File: src/rtl/alu_seq_if.sv
// Request/result bundle between a requester and the alu_seq sequential ALU.
// The requester drives the operands and start; the ALU returns result, flags and status.
interface alu_seq_if #(
   parameter int WIDTH = 8
);
   logic             start;
   logic [WIDTH-1:0] A;
   logic [WIDTH-1:0] B;
   logic [2:0]       OP;
   logic [WIDTH-1:0] R;
   logic             CF;
   logic             ZF;
   logic             busy;
   logic             done;

   modport master (output start, A, B, OP, input R, CF, ZF, busy, done);
   modport slave  (input start, A, B, OP, output R, CF, ZF, busy, done);
endinterface

File: src/rtl/alu_seq.sv
// Sequential ALU: single-cycle ADD/SUB/NAND, bit-serial SHL and an optional shift-add MUL.
// Define ALU_SEQ_MUL_EN to build the multiplier; otherwise OP=100 is treated as illegal.
module alu_seq #(
   parameter int WIDTH = 8
) (
   input  logic       clk,
   input  logic       rst,
   alu_seq_if.slave   bus
);

   localparam int CNT_W = $clog2(WIDTH) + 1;

   typedef enum logic {IDLE, EXEC} state_t;

   state_t               state_q, state_d;
   logic [WIDTH-1:0]     r_q, r_d;
   logic                 cf_q, cf_d;
   logic                 zf_q, zf_d;
   logic                 done_q, done_d;
   logic [WIDTH-1:0]     sh_q, sh_d;
   logic [CNT_W-1:0]     cnt_q, cnt_d;
   logic [CNT_W-1:0]     shamt;
   logic                 fin;
   logic [WIDTH-1:0]     res;
   logic                 res_cf;
`ifdef ALU_SEQ_MUL_EN
   logic                 is_mul_q, is_mul_d;
   logic [2*WIDTH-1:0]   acc_q, acc_d;
   logic [2*WIDTH-1:0]   mcand_q, mcand_d;
   logic [WIDTH-1:0]     mplier_q, mplier_d;
   logic [2*WIDTH-1:0]   prod;
`endif

   assign shamt    = CNT_W'(32'(bus.B) % 32'(WIDTH));
   assign bus.R    = r_q;
   assign bus.CF   = cf_q;
   assign bus.ZF   = zf_q;
   assign bus.done = done_q;
   assign bus.busy = (state_q == EXEC);

   // Next-state and datapath: any path that sets fin publishes res/res_cf and returns to IDLE.
   always_comb begin
      state_d = state_q;
      r_d     = r_q;
      cf_d    = cf_q;
      zf_d    = zf_q;
      done_d  = 1'b0;
      sh_d    = sh_q;
      cnt_d   = cnt_q;
      fin     = 1'b0;
      res     = '0;
      res_cf  = 1'b0;
`ifdef ALU_SEQ_MUL_EN
      is_mul_d = is_mul_q;
      acc_d    = acc_q;
      mcand_d  = mcand_q;
      mplier_d = mplier_q;
      prod     = '0;
`endif
      case (state_q)
         IDLE: begin
            if (bus.start) begin
               case (bus.OP)
                  3'b000: begin
                     {res_cf, res} = {1'b0, bus.A} + {1'b0, bus.B};
                     fin = 1'b1;
                  end
                  3'b001: begin
                     {res_cf, res} = {1'b0, bus.A} + {1'b0, ~bus.B} + (WIDTH+1)'(1);
                     fin = 1'b1;
                  end
                  3'b010: begin
                     // Shifts of 0 or 1 finish on the accept edge; longer ones do one shift per edge.
                     if (shamt == '0) begin
                        res = bus.A;
                        fin = 1'b1;
                     end else if (shamt == CNT_W'(1)) begin
                        res    = bus.A << 1;
                        res_cf = bus.A[WIDTH-1];
                        fin    = 1'b1;
                     end else begin
                        sh_d    = bus.A << 1;
                        cnt_d   = shamt - CNT_W'(1);
                        state_d = EXEC;
`ifdef ALU_SEQ_MUL_EN
                        is_mul_d = 1'b0;
`endif
                     end
                  end
                  3'b011: begin
                     res = ~(bus.A & bus.B);
                     fin = 1'b1;
                  end
`ifdef ALU_SEQ_MUL_EN
                  3'b100: begin
                     acc_d    = bus.B[0] ? {{WIDTH{1'b0}}, bus.A} : '0;
                     mcand_d  = {{WIDTH{1'b0}}, bus.A} << 1;
                     mplier_d = bus.B >> 1;
                     cnt_d    = CNT_W'(WIDTH - 1);
                     is_mul_d = 1'b1;
                     state_d  = EXEC;
                  end
`endif
                  default: fin = 1'b1;
               endcase
            end
         end
         EXEC: begin
            res    = sh_q << 1;
            res_cf = sh_q[WIDTH-1];
            sh_d   = sh_q << 1;
            cnt_d  = cnt_q - CNT_W'(1);
            fin    = (cnt_q == CNT_W'(1));
`ifdef ALU_SEQ_MUL_EN
            if (is_mul_q) begin
               prod     = acc_q + (mplier_q[0] ? mcand_q : '0);
               acc_d    = prod;
               mcand_d  = mcand_q << 1;
               mplier_d = mplier_q >> 1;
               res      = prod[WIDTH-1:0];
               res_cf   = |prod[2*WIDTH-1:WIDTH];
            end
`endif
         end
         default: state_d = IDLE;
      endcase
      if (fin) begin
         r_d     = res;
         cf_d    = res_cf;
         zf_d    = (res == '0);
         done_d  = 1'b1;
         state_d = IDLE;
      end
   end

   always_ff @(posedge clk) begin
      if (rst) begin
         state_q <= IDLE;
         r_q     <= '0;
         cf_q    <= 1'b0;
         zf_q    <= 1'b0;
         done_q  <= 1'b0;
         sh_q    <= '0;
         cnt_q   <= '0;
`ifdef ALU_SEQ_MUL_EN
         is_mul_q <= 1'b0;
         acc_q    <= '0;
         mcand_q  <= '0;
         mplier_q <= '0;
`endif
      end else begin
         state_q <= state_d;
         r_q     <= r_d;
         cf_q    <= cf_d;
         zf_q    <= zf_d;
         done_q  <= done_d;
         sh_q    <= sh_d;
         cnt_q   <= cnt_d;
`ifdef ALU_SEQ_MUL_EN
         is_mul_q <= is_mul_d;
         acc_q    <= acc_d;
         mcand_q  <= mcand_d;
         mplier_q <= mplier_d;
`endif
      end
   end

endmodule

File: src/flat_wrapper.sv
// flat-port wrapper written by rule: the top's interface ports become plain ports
module alu_seq_flat 
#(
   parameter int WIDTH = 8
)
  (clk, rst, bus_start, bus_A, bus_B, bus_OP, bus_R, bus_CF, bus_ZF, bus_busy, bus_done);
  alu_seq_if #(.WIDTH(WIDTH)) bus_i ();
  input  logic clk;
  input  logic rst;
  input wire logic [$bits(bus_i.start)-1:0] bus_start;
  input wire logic [$bits(bus_i.A)-1:0] bus_A;
  input wire logic [$bits(bus_i.B)-1:0] bus_B;
  input wire logic [$bits(bus_i.OP)-1:0] bus_OP;
  output wire logic [$bits(bus_i.R)-1:0] bus_R;
  output wire logic [$bits(bus_i.CF)-1:0] bus_CF;
  output wire logic [$bits(bus_i.ZF)-1:0] bus_ZF;
  output wire logic [$bits(bus_i.busy)-1:0] bus_busy;
  output wire logic [$bits(bus_i.done)-1:0] bus_done;
  assign bus_i.start = bus_start;
  assign bus_i.A = bus_A;
  assign bus_i.B = bus_B;
  assign bus_i.OP = bus_OP;
  assign bus_R = bus_i.R;
  assign bus_CF = bus_i.CF;
  assign bus_ZF = bus_i.ZF;
  assign bus_busy = bus_i.busy;
  assign bus_done = bus_i.done;
  alu_seq #(.WIDTH(WIDTH)) u_core (.clk(clk), .rst(rst), .bus(bus_i));
endmodule
File: config.mk
export PLATFORM = sky130hd
export DESIGN_NAME = alu_seq_flat
export DESIGN_NICKNAME = d
export VERILOG_FILES = /design/src/rtl/alu_seq_if.sv /design/src/rtl/alu_seq.sv /design/src/flat_wrapper.sv
export SDC_FILE = /design/constraint.sdc
export NUM_CORES = 1
export LEC_CHECK = 0
export CAP_MARGIN = 40
export CORE_ASPECT_RATIO = 1.25
export CORE_MARGIN = 3
export CORE_UTILIZATION = 55
export DETAILED_ROUTE_END_ITERATION = 6
export PLACE_DENSITY = 0.91
export SLEW_MARGIN = 20
export SYNTH_ARGS = -nofsm -noshare
export SYNTH_HDL_FRONTEND = slang
export SYNTH_SLANG_ARGS = --single-unit
File: constraint.sdc
create_clock -name clk -period 3.9 [get_ports clk]
set_clock_uncertainty 0.05 [all_clocks]
set_input_delay 0.975 -clock clk [delete_from_list [all_inputs] [get_ports clk]]
set_output_delay 0.975 -clock clk [all_outputs]
set_load 0.05 [all_outputs]
# == Word level (Yosys, flattened, before mapping) ==
# Cells that the tools add are included.
# word_totals
reg_bits,24
word_cells,61
# op_classes
n_addsub,5
eq_ne,9
mux,31
n_bitwise,4
reduce_logical,5
# op_table
op,n
8-bit two-way mux,7
8-bit case mux with 2 select lines,2
8-bit case mux with 4 select lines,1
8-bit by 8-bit adder with 9-bit output,2
4-bit two-way mux,4
8-bit NOT,2
1-bit two-way mux,13
"9-bit by 1-bit adder with 9-bit output, second input constant",1
8-bit bitwise AND,1
8-bit zero test,1
"2-bit != test, second input constant",4
4-bit case mux with 2 select lines,1
"3-bit by 1-bit equality test with 1-bit output, second input constant",2
"3-bit by 2-bit equality test with 1-bit output, second input constant",2
"4-bit by 1-bit equality test with 1-bit output, second input constant",1
4-bit zero test,1
1-bit case mux with 2 select lines,2
4-bit AND reduction,1
"3-bit by 1-bit subtractor with 4-bit output, second input constant",1
"4-bit by 1-bit subtractor with 4-bit output, second input constant",1
3-bit zero test,1
1-bit case mux with 3 select lines,1
2-bit OR reduction,1
1-bit NOT,1

# == Logic depth before layout (Yosys ltp) ==
# logic_depth
word_depth,7
ltp_mapped,12
depth_no_buf,12

# == Worst setup path after synthesis ==
# OpenSTA, ideal clock, no wires.
# synth_timing
path_type,input port to flip-flop
start,in bus_B[1]
end,"reg u_core.zf_q, in the netlist u_core.bus.ZF"
setup_ps,84
arrival_ps,3122
slack_ps,644
path_stages,10
path_buffers,0
path_cell_list,inv_1 -> ha_1 -> nor2b_1 -> o31a_1 -> or3_4 -> a31oi_1 -> mux2_1 -> o31ai_1 -> nand2_1 -> o31ai_2
# synth_between
elab_chain_len,7
word_cells_on_any_way,19
# synth_rtl
item,line,source
from (decl),flat_wrapper.sv:12,input wire logic [$bits(bus_i.B)-1:0] bus_B;
8-bit NOT / 3-bit by 1-bit equality test with 1-bit output (equally long branches),"alu_seq.sv:69, alu_seq.sv:77",
8-bit by 8-bit adder with 9-bit output / 8-bit two-way mux (equally long branches),"alu_seq.sv:69, alu_seq.sv:77",
9-bit by 1-bit adder with 9-bit output / 8-bit two-way mux (equally long branches),"alu_seq.sv:69, alu_seq.sv:74",
8-bit case mux with 4 select lines,alu_seq.sv:63,case (bus.OP)
8-bit two-way mux,alu_seq.sv:62,if (bus.start) begin
8-bit case mux with 2 select lines,alu_seq.sv:60,case (state_q)
8-bit zero test,alu_seq.sv:130,zf_d = (res == '0);
to (signal assigned),alu_seq.sv:155,zf_q <= zf_d;
to (decl),alu_seq.sv:18,"logic zf_q, zf_d;"
# Parallel ways exist; a longest one is shown, timed or not.
# A chain may end at the register's enable or synchronous reset.

# == Worst setup path after layout ==
# Same ends and word-level chain as after synthesis.

==> impl_metrics.ini <==
[timing]
min_period_over_period_pct = 96.0
tightest_slew_ns = 0.745
maxSlewHeadroom_pct = 50.2
setup_violations = 0
holdWs_ns = 0.462
rsz0062_at_grt = false
finalHoldViolations = 0
post-route-min-period_ns = 3.75
drv_slew = 0
fmax_ghz = 0.267

[pwr]
ir_drop_v = 0.000271
p_leak_nw = 1.14
power_density_mw_per_mm2 = 240

[global_routing]
grt_use_met1_pct = 29.4
top_usage_layer = met2
grt_max_degree = 27
grtUsageMet2_pct = 44.0
gr-total-overflow = 0
grt_usage_pct = 24.3
grt_util_met3_pct = 1.72
antenna_found_initial = 0
grt_pass1_vias = 2294
grt_pass1_wl_mm = 10.1

[worst_setup_path]
cp_cell_sequence = clkdlybuf4s50_1, inv_1, ha_1, nor2b_1, o31a_1, or3_4, a31oi_1, mux2_1, o31ai_1, nand2_1, o31ai_2
worstPathBufferInverterCount = 2
start_kind = input pin
slowest_delay_ns = 0.47
required_ns = 4.03
cp_data_arrival_time_ns = 3.88
crit_cells = 11
end_kind = flip-flop
cp_top_family = compound AO/OA/AOI/OAI gates
reg2reg_from = u_core.cnt_q[0]
rr_worst_depth = 7
crit_slowest_cell = clkdlybuf4s50_1
crit_type = input pin to flip-flop
startpoint = bus_B[1]
path_max_fanout = 3

[min_path]
hold_path.class = flip-flop to flip-flop
hold_start = u_core.bus.R[4]
holdPathStages = 2

[layout]
diodes = 0
final_cell_area_mm2 = 0.00277
fill_cells = 336
syn2layout_area_growth_pct = 19.1
final_nets = 386
layout-drive-gt1-share_pct = 10.0

[floorplanning]
io_pins = 34
die_area_mm2 = 0.00504
fp-row-count = 25
die-width_um = 64.1
core-area_mm2 = 0.00391
start_util_pct = 59.4
die_h_um = 78.6

[detailed_routing]
remaining_drc_errors = 0
vias_per_cell = 5.98
routed_wl_mm = 6.01
vias = 2349
ant_nets = 0
first_pass_iters = 4
drt-wirelength-per-cell_um = 15.3
first_iter_violations = 227

[status]
outcome = complete, no violations

[synthesis]
synth_xor_area_share_pct = 1.13
synthMuxAreaShare_pct = 3.56
synth_ff_type = dfxtp_1
synth_nets = 349
yosys_register_bits = 23
yosysWarnings = 0
synth_edf_count = 0
syn_area_mm2 = 0.00232
yosys.area_share.simple_pct = 23.7
synth.distinct_cells = 64
syn_inst = 303
synth_compound_area_share_pct = 29.9
synth_top_family_by_area = compound AO/OA/AOI/OAI gates
synth_adder_area_share_pct = 13.6
ys_seq_area_share_pct = 19.8
ys_async_sr_fraction_pct = 0
syn_avg_cell_area_um2 = 7.66

[clock_tree]
clk_pin_slew_ns = 0.08
clockBufferDepth = 2
cts_tree = yes
cts-htree-levels = 1
root_buffer = clkbuf_8
clkSinkCount = 23
cts_buffers = 3
cts_resized = 0
cts_hold_buf = 0
cts_setup_buffers = 0
clk_latency_ns = 0.26

[place]
port_buffers = 33
dp_hpwl_mm = 4.68
place_area_mm2 = 0.00272
place_congestion = 0.958

[job]
drv_cap = 0
## cell usage in the layout (no fill, tap or decap), drive strengths merged, types with 10 or more instances in the layout
cell type / n
dfxtp: 23
nand2: 34
a21oi: 25
nor3: 10
ha: 22
nor2: 39
buf: 17
o21ai: 11
clkdlybuf4s50: 33
inv: 17
## synth_stat cells (all sizes together), types with 4 or more instances
cell    number  share of area, %
nor2        39               6.4
nand2       34               5.8
a21oi       25               5.4
dfxtp       23                20
ha          22                12
inv         17               2.7
clkbuf      15               4.6
o21ai       11               2.4
nor3        10               2.2
a31oi        8               2.2
nand2b       7               1.9
mux2i        6               2.6
o22ai        6               1.6
o21a         5               1.6
a211oi       4               1.3
nand3        4              0.86
nor2b        4               1.1
o221ai       4               1.8
## stage by stage
stage | total power, mW | util [%] | setup TNS (ns) | setup WS [ns] | instances
2_1_floorplan | 0.434 | - | 0 | 0.644 | 303
3_3_place_gp | 0.513 | 69.5 | 0 | 0.0797 | 389
3_5_place_dp | 0.517 | 69.5 | -0.0142 | -0.0142 | 389
4_1_cts | 0.663 | 70.7 | 0 | 0.209 | 393
5_1_grt | 0.701 | 70.7 | 0 | 0.0852 | 393
6_report | 0.665 | 70.7 | 0 | 0.154 | 393
## where the power goes
| part | switching (mW) | internal, mW |
|---|---|---|
| sequential | 0.00640 | 0.244 |
| combinational | 0.151 | 0.117 |
| clock | 0.0754 | 0.0713 |
## final timing paths
kind | endpoint | slack, ns
max | u_core.bus.ZF | 0.15
min | u_core.bus.R[4] | 0.46
max reg2reg | u_core.bus.ZF | 1.57
min reg2reg | u_core.bus.R[4] | 0.46
## layer usage
layer  up-vias  wire length, um
met5         -                0
met4         0              107
met3        11              261
met2        76             3020
met1      1097             2630
li1       1165                -
## registers in the layout, summed over array words and instances, names as in the netlist
signal,flops
u_core.sh_q,7
u_core.bus.busy,1
u_core.cnt_q,4
u_core.bus.R,8
u_core.bus.CF,1
u_core.bus.ZF,1
u_core.bus.done,1
## worst register-to-register path, cell delays in order, from the launching register on
cell	delay (ns)
dfxtp_1	0.38
ha_1	0.16
nand2_1	0.08
o32ai_4	0.62
and2b_1	0.28
nor4b_1	0.27
nand4_1	0.18
o31ai_2	0.22
## kinds of logic after synthesis
| logic type | count (synthesis) |
|---|---|
| and+or+nand+nor | 115 |
| AOI/OAI and AO/OA | 95 |
| buffers and inverters | 35 |
| adders and majority gates | 24 |
| DFF | 23 |
| muxes | 8 |
| xor gates and xnor gates | 3 |
## final cells by class
| type | count | area (um^2) | share of cell area [%] |
|---|---|---|---|
| clock inverter | 1 | 5.00 | 0.181 |
| timing repair buffer | 50 | 458 | 16.6 |
| tap | 54 | 67.6 | 2.44 |
| inverter | 17 | 63.8 | 2.31 |
| multi-input combinational | 245 | 1670 | 60.4 |
| clock buffer | 3 | 41.3 | 1.49 |
| sequential | 23 | 460 | 16.7 |
Power figures use the tool's default switching activity.
